==> src/rtl/itcm_boot_ctrl_pkg.sv <==
// itcm_boot_ctrl_pkg
//   Shared constants and types for the ITCM boot sequencer.
//   - WORD_WIDTH / PC_WIDTH : core word and program-counter widths
//   - ITCM_AW_DEFAULT       : default ITCM word-address width (8192 words)
//   - itcm_state_e          : boot FSM state encodings
//   - RUNTIME_WR            : 1 when the build defines ITCM_RUNTIME_WR_EN,
//                             which lets the loader write the ITCM during RUN
package itcm_boot_ctrl_pkg;

    localparam int WORD_WIDTH      = 32;
    localparam int PC_WIDTH        = 32;
    localparam int ITCM_AW_DEFAULT = 13;

    typedef enum logic [1:0] {
        ITCM_ST_IDLE    = 2'd0,
        ITCM_ST_LOAD    = 2'd1,
        ITCM_ST_RELEASE = 2'd2,
        ITCM_ST_RUN     = 2'd3
    } itcm_state_e;

`ifdef ITCM_RUNTIME_WR_EN
    localparam bit RUNTIME_WR = 1'b1;
`else
    localparam bit RUNTIME_WR = 1'b0;
`endif

endpackage

==> src/rtl/itcm_boot_ctrl_cpu_en_delay.sv <==
// cpu_en_delay
//   Loadable down-counter that times the RELEASE -> RUN transition.
//   Ports:
//     clk, rst   : clock, asynchronous active-high reset
//     load       : load load_val this edge (takes priority over counting)
//     load_val   : start value (release delay minus one)
//     en         : count down while high and not yet at zero
//     expired    : counter is at zero
module cpu_en_delay #(
    parameter int CW = 8
) (
    input  logic          clk,
    input  logic          rst,
    input  logic          load,
    input  logic [CW-1:0] load_val,
    input  logic          en,
    output logic          expired
);

    logic [CW-1:0] cnt;

    always_ff @(posedge clk or posedge rst) begin
        if (rst) begin
            cnt <= '0;
        end else if (load) begin
            cnt <= load_val;
        end else if (en && (cnt != '0)) begin
            cnt <= cnt - 1'b1;
        end
    end

    assign expired = (cnt == '0);

endmodule

==> src/rtl/itcm_boot_ctrl.sv <==
// itcm_boot_ctrl
//   Boot sequencer and port arbiter for the single-port instruction TCM.
//   Loads the boot image from the loader, waits RELEASE_DLY cycles, then
//   enables the core and serves its instruction fetches.
//   Build option: define ITCM_RUNTIME_WR_EN to accept loader writes during
//   RUN (writes win over fetches; the losing fetch is stalled).
//   Ports:
//     CLK_IN, RST          : clock, asynchronous active-high reset
//     boot_skip            : image already resident, skip LOAD
//     ld_valid/ld_ready    : loader write handshake
//     ld_addr/ld_data      : loader word address / data
//     ld_last              : final word of the boot image
//     rd_insn_en, pc       : core fetch request and byte address
//     insn, insn_valid     : fetched word (0 when not valid)
//     fetch_stall          : fetch not accepted this cycle
//     ram_*                : SRAM interface (one-cycle read latency)
//     CPU_EN, boot_done    : core enable / boot finished (both high in RUN)
//     ld_cnt               : accepted loader words, saturating at 2^ITCM_AW
//     state_dbg            : current FSM state encoding
//
//   Handshake: a loader word transfers on a rising edge where ld_valid and
//   ld_ready are both high; ld_ready does not depend on ld_valid, and the
//   loader must hold ld_addr/ld_data/ld_last stable while ld_valid is high
//   and ld_ready is low.
module itcm_boot_ctrl
    import itcm_boot_ctrl_pkg::*;
#(
    parameter int ITCM_AW     = ITCM_AW_DEFAULT,
    parameter int RELEASE_DLY = 4
) (
    input  logic                  CLK_IN,
    input  logic                  RST,
    input  logic                  boot_skip,
    input  logic                  ld_valid,
    output logic                  ld_ready,
    input  logic [ITCM_AW-1:0]    ld_addr,
    input  logic [WORD_WIDTH-1:0] ld_data,
    input  logic                  ld_last,
    input  logic                  rd_insn_en,
    input  logic [PC_WIDTH-1:0]   pc,
    output logic [WORD_WIDTH-1:0] insn,
    output logic                  insn_valid,
    output logic                  fetch_stall,
    output logic                  ram_cs,
    output logic                  ram_we,
    output logic [ITCM_AW-1:0]    ram_addr,
    output logic [WORD_WIDTH-1:0] ram_wdata,
    input  logic [WORD_WIDTH-1:0] ram_rdata,
    output logic                  CPU_EN,
    output logic                  boot_done,
    output logic [ITCM_AW:0]      ld_cnt,
    output logic [1:0]            state_dbg
);

    localparam logic [7:0]       DLY_M1     = 8'(RELEASE_DLY - 1);
    localparam logic [ITCM_AW:0] LD_CNT_MAX = {1'b1, {ITCM_AW{1'b0}}};

    itcm_state_e state, next_state;

    logic               ld_xfer;
    logic               fetch_go;
    logic               dly_load;
    logic               dly_expired;
    logic [ITCM_AW-1:0] fetch_addr;
    logic               unused_pc;

    // Word address; byte offset and bits above the ITCM are dropped, so
    // out-of-range fetches alias modulo the ITCM size.
    assign fetch_addr = pc[ITCM_AW+1:2];
    assign unused_pc  = ^{pc[1:0], pc[PC_WIDTH-1:ITCM_AW+2]};

    assign ld_xfer = ld_valid && ld_ready;

    // ---------------- state register ----------------
    always_ff @(posedge CLK_IN or posedge RST) begin
        if (RST) begin
            state <= ITCM_ST_IDLE;
        end else begin
            state <= next_state;
        end
    end

    // ---------------- next-state logic ----------------
    always_comb begin
        next_state = state;
        case (state)
            ITCM_ST_IDLE:    next_state = boot_skip ? ITCM_ST_RELEASE : ITCM_ST_LOAD;
            ITCM_ST_LOAD:    if (ld_xfer && ld_last) next_state = ITCM_ST_RELEASE;
            ITCM_ST_RELEASE: if (dly_expired) next_state = ITCM_ST_RUN;
            ITCM_ST_RUN:     next_state = ITCM_ST_RUN;
            default:         next_state = ITCM_ST_IDLE;
        endcase
    end

    // ---------------- output logic ----------------
    always_comb begin
        ld_ready    = 1'b0;
        ram_cs      = 1'b0;
        ram_we      = 1'b0;
        ram_addr    = '0;
        ram_wdata   = '0;
        fetch_stall = 1'b0;
        fetch_go    = 1'b0;
        case (state)
            ITCM_ST_LOAD: begin
                ld_ready = 1'b1;
                if (ld_valid) begin
                    ram_cs    = 1'b1;
                    ram_we    = 1'b1;
                    ram_addr  = ld_addr;
                    ram_wdata = ld_data;
                end
            end
            ITCM_ST_RUN: begin
                ld_ready = RUNTIME_WR;
                if (RUNTIME_WR && ld_valid) begin
                    // Runtime write owns the single SRAM port this cycle.
                    ram_cs      = 1'b1;
                    ram_we      = 1'b1;
                    ram_addr    = ld_addr;
                    ram_wdata   = ld_data;
                    fetch_stall = rd_insn_en;
                end else if (rd_insn_en) begin
                    ram_cs   = 1'b1;
                    ram_addr = fetch_addr;
                    fetch_go = 1'b1;
                end
            end
            default: ;
        endcase
    end

    assign CPU_EN    = (state == ITCM_ST_RUN);
    assign boot_done = (state == ITCM_ST_RUN);
    assign state_dbg = state;

    // ---------------- release delay ----------------
    assign dly_load = (next_state == ITCM_ST_RELEASE) && (state != ITCM_ST_RELEASE);

    cpu_en_delay #(.CW(8)) u_cpu_en_delay (
        .clk      (CLK_IN),
        .rst      (RST),
        .load     (dly_load),
        .load_val (DLY_M1),
        .en       (state == ITCM_ST_RELEASE),
        .expired  (dly_expired)
    );

    // ---------------- loader word counter ----------------
    always_ff @(posedge CLK_IN or posedge RST) begin
        if (RST) begin
            ld_cnt <= '0;
        end else if (ld_xfer && (ld_cnt != LD_CNT_MAX)) begin
            ld_cnt <= ld_cnt + 1'b1;
        end
    end

    // ---------------- fetch return ----------------
    always_ff @(posedge CLK_IN or posedge RST) begin
        if (RST) begin
            insn_valid <= 1'b0;
        end else begin
            insn_valid <= fetch_go;
        end
    end

    assign insn = insn_valid ? ram_rdata : '0;

endmodule

==> config.mk <==
export PLATFORM = sky130hd
export DESIGN_NAME = itcm_boot_ctrl
export DESIGN_NICKNAME = d
export VERILOG_FILES = /design/src/rtl/itcm_boot_ctrl_pkg.sv /design/src/rtl/itcm_boot_ctrl_cpu_en_delay.sv /design/src/rtl/itcm_boot_ctrl.sv
export SDC_FILE = /design/constraint.sdc
export NUM_CORES = 1
export LEC_CHECK = 0
export ABC_AREA = 1
export CAP_MARGIN = 30
export CORE_MARGIN = 8
export CORE_UTILIZATION = 25
export CTS_CLUSTER_SIZE = 10
export DETAILED_ROUTE_END_ITERATION = 10
export PLACE_DENSITY = 0.67
export SLEW_MARGIN = 20
export SYNTH_ARGS = -nofsm -noshare
export SYNTH_HDL_FRONTEND = slang
export SYNTH_SLANG_ARGS = --single-unit
==> constraint.sdc <==
create_clock -name CLK_IN -period 4 [get_ports CLK_IN]
set_clock_uncertainty 0.05 [all_clocks]
set_input_delay 0.8 -clock CLK_IN [delete_from_list [all_inputs] [get_ports CLK_IN]]
set_output_delay 0.8 -clock CLK_IN [all_outputs]
set_load 0.005 [all_outputs]
=== After elaboration in Yosys (flattened, before gate mapping) ===
Index checks and enable logic that the tools add are counted.

* $add $sub $neg: 2
* Equal/unequal tests: 6
* Multiplexer cells: 18
* Reduce and logical (&&, ||, !) cells: 9

{| class="wikitable"
|+ Operator list
! kind !! count
|-
| two-way mux 32 bit || 3
|-
| two-way mux 13 bit || 2
|-
| case mux 13 bit (2 select lines) || 1
|-
| two-way mux 8 bit || 2
|-
| adder 14 x 1 -> 14 bit (second input constant) || 1
|-
| inequality test 14 bit (second input constant) || 1
|-
| logical NOT 8 bit || 1
|-
| case mux 2 bit (4 select lines) || 1
|-
| nonzero test 8 bit || 1
|-
| subtractor 8 x 1 -> 8 bit (second input constant) || 1
|-
| equality test 2 bit (second input constant) || 3
|-
| two-way mux 2 bit || 3
|-
| logical AND 1 bit || 5
|-
| two-way mux 1 bit || 5
|-
| equality test 2 x 1 -> 1 bit (second input constant) || 1
|-
| logical NOT 2 bit || 1
|-
| inequality test 2 bit (second input constant) || 1
|-
| case mux 1 bit (2 select lines) || 1
|-
| nonzero test 2 bit || 1
|}

* Register bits: 25
* Input port bits: 115
* Output and inout port bits: 100
* Logic and storage cells: 39

=== Logic depth before layout (Yosys ltp) ===
Gate-level depths: netlist of the first run.

* Depth in word-level cells: 9
* Gate-level depth with buffers: 10
* Gate-level depth less buffers: 9

=== Hierarchy ===
From an unflattened synthesis of the first run, not the netlist that was laid out.

* Cell total of the unflattened synthesis: 398
* Area total of the unflattened synthesis: 2354.8 µm²

{| class="wikitable"
|+ Modules (own cells, without submodules)
! module !! instances !! cells each !! area an instance (µm²) !! sequential area each (µm²)
|-
| itcm_boot_ctrl || 1 || 307 || 1721.7 || 425.4
|-
| cpu_en_delay || 1 || 91 || 633.1 || 200.2
|}

=== Worst setup path after synthesis of the first run ===
Ideal clock, no wire load.

* Path kind: input -> output
* From: input port ld_valid
* To: output port ram_addr[0]
* Data arrival time: 1.401 ns
* Data required time: 3.150 ns
* Slack: 1.749 ns
* Stages: 4
* Path buffers: 1
* Path through: nand2_2 > clkinv_2 > buf_2 > a22o_1

* Longest elaborated chain between the ends: 2

{| class="wikitable"
|+ Ends and longest elaborated chain
! what !! line !! text
|-
| start, declared || itcm_boot_ctrl.sv:34 || <nowiki>input logic ld_valid,</nowiki>
|-
| two-way mux 13 bit || itcm_boot_ctrl.sv:107 || <nowiki>if (ld_valid) begin</nowiki>
|-
| case mux 13 bit (2 select lines) || itcm_boot_ctrl.sv:104 || <nowiki>case (state)</nowiki>
|-
| end, declared || itcm_boot_ctrl.sv:46 || <nowiki>output logic [ITCM_AW-1:0] ram_addr,</nowiki>
|}

No other way between the ends.

=== Worst setup path after layout of the first run ===
* From: input port rd_insn_en
* To: output port ram_addr[3]

* Longest elaborated chain between the ends: 2

{| class="wikitable"
|+ Ends and longest elaborated chain
! what !! line !! text
|-
| start, declared || itcm_boot_ctrl.sv:39 || <nowiki>input logic rd_insn_en,</nowiki>
|-
| two-way mux 13 bit || itcm_boot_ctrl.sv:123 || <nowiki>end else if (rd_insn_en) begin</nowiki>
|-
| case mux 13 bit (2 select lines) || itcm_boot_ctrl.sv:104 ||
|}

No other way between the ends.

==> results of run 1 <==
[state kept, by name, summed over array words and instances, names as in the netlist]
signal,flops
state_dbg,2
insn_valid,1
ld_cnt,14
u_cpu_en_delay.cnt,8
[per-stage QoR]
stage | power [mW] | hold slack, ns | util, %
detailed placement | 1.21 | 0.421 | 49.4
finish | 1.36 | 0.441 | 50.1
floorplan | 0.758 | 0.402 | -
global placement | 1.19 | 0.418 | 49.0
CTS | 1.37 | 0.447 | 49.9
global route | 1.48 | 0.513 | 50.1
[per-layer routing]
metal  share of wire [%]  up-vias  global-route usage, %  wire length, µm
li1                    -     1499                      -                -
met1                  38     1241                   16.5             3860
met2                  53       90                   27.2             5340
met3                 8.5        6                   3.95              864
met4                 1.0        0                   2.41              105
met5                   0        -                      0                0
[worst max-delay path, cell delays in order]
cell,delay (ns)
clkdlybuf4s50_1,0.46
nand2_1,0.07
inv_1,0.33
a22o_1,0.24
clkdlybuf4s50_1,0.54
[cell usage after synthesis, drive strengths merged]
master / instances / area share [%]
clkbuf: 3 / 0.51
a22o: 13 / 5.2
o211ai: 2 / 0.68
xor2: 7 / 2.8
clkinv: 1 / 0.23
dfrtp: 25 / 28
nand2: 131 / 23
o21bai: 1 / 0.34
xnor2: 3 / 1.2
a21oi: 1 / 0.23
conb: 1 / 0.17
inv: 94 / 16
nand4: 7 / 2.0
buf: 9 / 2.2
o21ai: 4 / 0.91
ha: 3 / 1.7
nor2: 63 / 11
nand3: 15 / 3.4
nor3: 2 / 0.45
[power breakdown]
group | switching (mW) | leakage, nW | internal [mW]
Combinational | 0.367 | 1.88 | 0.448
Clock | 0.0869 | 0.0217 | 0.0707
Sequential | 0.0746 | 0.325 | 0.310
[logic make-up (layout without fill, tap and decap cells)]
kind of cell	count (synthesis)	in the layout	synth area share (%)
AND/OR/NAND/NOR	218	218	39.7
buffers and inverters	107	296	18.9
flip-flops	25	25	28.3
AO/OA/AOI/OAI	21	21	7.30
XOR/XNOR	10	10	3.96
adder cells (fa/ha/maj)	3	3	1.70
other	1	1	0.170
[path summary, 6_finish.rpt]
check,startpoint,cells after the start,to
worst max-delay path,rd_insn_en,5,ram_addr[3]
worst min-delay path,u_cpu_en_delay.cnt[0],2,u_cpu_en_delay.cnt[0]
worst max register to register,state_dbg[0],8,ld_cnt[0]
worst min register to register,u_cpu_en_delay.cnt[0],2,u_cpu_en_delay.cnt[0]
max in group asynchronous,RST,3,ld_cnt[2]
min in group asynchronous,RST,2,u_cpu_en_delay.cnt[1]
[final cells by class]
type,count,area [µm²]
Fill cell,863,4310
Inverter,95,358
Sequential cell,25,626
Timing Repair Buffer,197,1990
Clock buffer,3,41.3
Tap cell,108,135
Clock inverter,1,7.51
Multi-Input combinational cell,253,1170
==> out/qor.yml, run 1 <==
cts_root_buffer: "clkbuf_8"
regToRegSetupSlack_ns: 2.38
worstSetupEndpointType: "output port"
vias_per_cell: 4.16
powerDensity_nw_per_um2: 314
core_um2: 8640
drv_cap: 0
drc: 0
fin_cells: 682
cts.sinks: 25
fmax_mhz: 303
crit_type: "in -> out"
start_util_pct: 25.6
std_cell_rows: 34
io_buffers: 194
syn_area_per_cell_um2: 5.74
final_cell_mix: "clkdlybuf4s50_1, nand2_1, inv_1, nor2_1, dfrtp_1"
rsz0062_at_grt: "false"
cp-start-kind: "primary input"
clock_tree.buffer_depth: 2
die_x_um: 110
yosys_warnings: 0
final_common_cell: "clkdlybuf4s50_1"
grt_pass1_wl_mm: 14.0
ys_ff_latch: 25
place_ws_ns: 0.708
cp.arrival_ns: 2.45
clkTransAtPathRegs_ns: 0.10
tightest_slew_ns: 0.592
overflow: 0
synth_area_um2: 2210
cts_hold_buf: 0
layout-drive-gt1-share_pct: 2.44
drt-wirelength-per-cell_um: 14.9
yosysUniqueCellTypes: 26
numCtsBuffers: 3
first_pass_iters: 4
hpwl_mm: 8.78
setup_viol: 0
dieArea_um2: 12100
n_antenna_cell: 0
hold_violations: 0
worst_skew_pair.late_latency_ns: 0.27
syn-num-nets: 503
required_ns: 3.15
cts_resized: 0
antenna_found_initial: 0
ant_nets: 0
dpl-instance-area_um2: 4260
grt_pass1_vias: 2663
cts_tree: "built"
maxSlewViolCount: 0
postSynthCellCount: 385
dr_total_vias: 2836
dp_cells: 677
final.setup.worst_slack_ns: 0.703
area_growth_pct: 95.7
tns_ns: 0
grt_max_degree: 34
pin_count: 215
die_y_um: 110
fin_crit_sh_pct: 82.4
htreeDepth: 1
gr-usage-all-layers_pct: 14.6
routed_wl_mm: 10.2
cts_setup_buffers: 0
nNetsFinal: 693
crit_fanout: 14
finish.instance_area_um2: 4330
drt_iter0_markers: 131
leakagePower_nw: 2.22
hold_class: "reg -> reg"
relSlewSlack_pct: 60.3
layout_min_cycle_time_ns: 3.30
synth-seq-area-share_pct: 28.3
ir_drop_mv: 0.193
finalWeightedCongestion: 0.836
status: "finished clean"
Power figures use the tool's default switching activity.
==> run 2, diff against run 1 <==
- PLACE_DENSITY: 0.67 -> 0.7
- clock period: 4 -> 2.95 ns (I/O delays scaled with it)
==> out/qor.yml, run 2 (same netlist as run 1, synthesis figures left out) <==
nNetsFinal: 694
io_buffers: 194
cp-start-kind: "primary input"
die_x_um: 110
grt_pass1_vias: 2635
crit_fanout: 15
cts_root_buffer: "clkbuf_8"
finalWeightedCongestion: 0.862
pin_count: 215
final.setup.worst_slack_ns: 0.122
holdWs_ns: 0.440
first_pass_iters: 4
core_um2: 8640
status: "finished clean"
clkTransAtPathRegs_ns: 0.10
start_util_pct: 25.6
hold_class: "reg -> reg"
cts_hold_buf: 0
htreeDepth: 1
top_register: "ld_cnt"
fillCellCount: 881
cts_resized: 0
dieArea_um2: 12100
drv_cap: 0
postLayoutCoreUtil_pct: 49.9
required_ns: 2.31
relSlewSlack_pct: 63.9
area_growth_pct: 94.8
tns_ns: 0
vias_per_cell: 4.25
hpwl_mm: 8.92
maxSlewViolCount: 0
drc: 0
cp.arrival_ns: 2.19
die_y_um: 110
grt_max_degree: 34
drt-wirelength-per-cell_um: 15.2
ff_latch_area_um2: 626
ant_nets: 0
fin_crit_sh_pct: 95.9
worstSetupEndpointType: "output port"
cts.sinks: 25
place_ws_ns: 0.0876
cts_setup_buffers: 0
rsz0062_at_grt: "false"
dr_total_vias: 2901
hold_violations: 0
powerDensity_nw_per_um2: 429
layout-drive-gt1-share_pct: 2.61
worst_skew_pair.late_latency_ns: 0.27
crit_type: "in -> out"
tightest_slew_ns: 0.539
multiInputGateArea_um2: 1170
setup_viol: 0
final_common_cell: "clkdlybuf4s50_1"
gr-usage-all-layers_pct: 15.1
leakagePower_nw: 2.22
overflow: 0
layout_min_cycle_time_ns: 2.83
std_cell_rows: 34
fmax_mhz: 354
ir_drop_mv: 0.287
largest_reg_flops: 14
clock_tree.buffer_depth: 2
n_antenna_cell: 0
cts_tree: "built"
antenna_found_initial: 0
final_cell_mix: "clkdlybuf4s50_1, nand2_1, inv_1, nor2_1, dfrtp_1"
routed_wl_mm: 10.4
fin_cells: 683
drt_iter0_markers: 131
grt_pass1_wl_mm: 14.5
dp_cells: 679
numCtsBuffers: 3
## run 2: cell count changes in the layout (fill, tap and decap cells not counted)
cell    before  now
buf_4        1    4
buf_8        1    0
buf_16       1    0
## run 2: path summary, 6_finish.rpt
path	start	endpoint	slack, ns	cells past startpoint
max reg2reg	state_dbg[0]	ld_cnt[12]	1.29	8
max	ld_valid	ram_addr[6]	0.12	5
min	u_cpu_en_delay.cnt[0]	u_cpu_en_delay.cnt[0]	0.44	2
max in group asynchronous	RST	u_cpu_en_delay.cnt[4]	1.99	3
min reg2reg	u_cpu_en_delay.cnt[0]	u_cpu_en_delay.cnt[0]	0.44	2
min in group asynchronous	RST	u_cpu_en_delay.cnt[0]	0.62	3
## run 2: layout make-up
class | count | area share [%]
clock buffer | 3 | 0.959
multi-input combinational | 253 | 27.1
tap | 108 | 3.14
sequential | 25 | 14.5
timing repair buffer | 198 | 45.8
clock inverter | 1 | 0.174
inverter | 95 | 8.31
## run 2: through the flow
stage	power, mW	area (µm²)
finish	1.85	4310
global route	2.01	4310
CTS	1.87	4310
detailed placement	1.65	4260
global placement	1.62	4260
floorplan	1.03	2210
## run 2: worst max-delay path: stages
cell and delay, ns:
clkdlybuf4s50_1 0.46, nand2_2 0.14, clkinv_2 0.22, a22o_1 0.31, clkdlybuf4s50_1 0.48
## run 2: power by group
group / switching [mW] / internal (mW)
sequential: 0.0990 / 0.421
combinational: 0.504 / 0.605
clock: 0.121 / 0.0959
## run 2: layer usage
metal / wire, µm / track usage, %
met1: 3910 / 17.3
met2: 5550 / 28.8
met3: 882 / 3.60
met4: 8 / 0.868
met5: 0 / 0
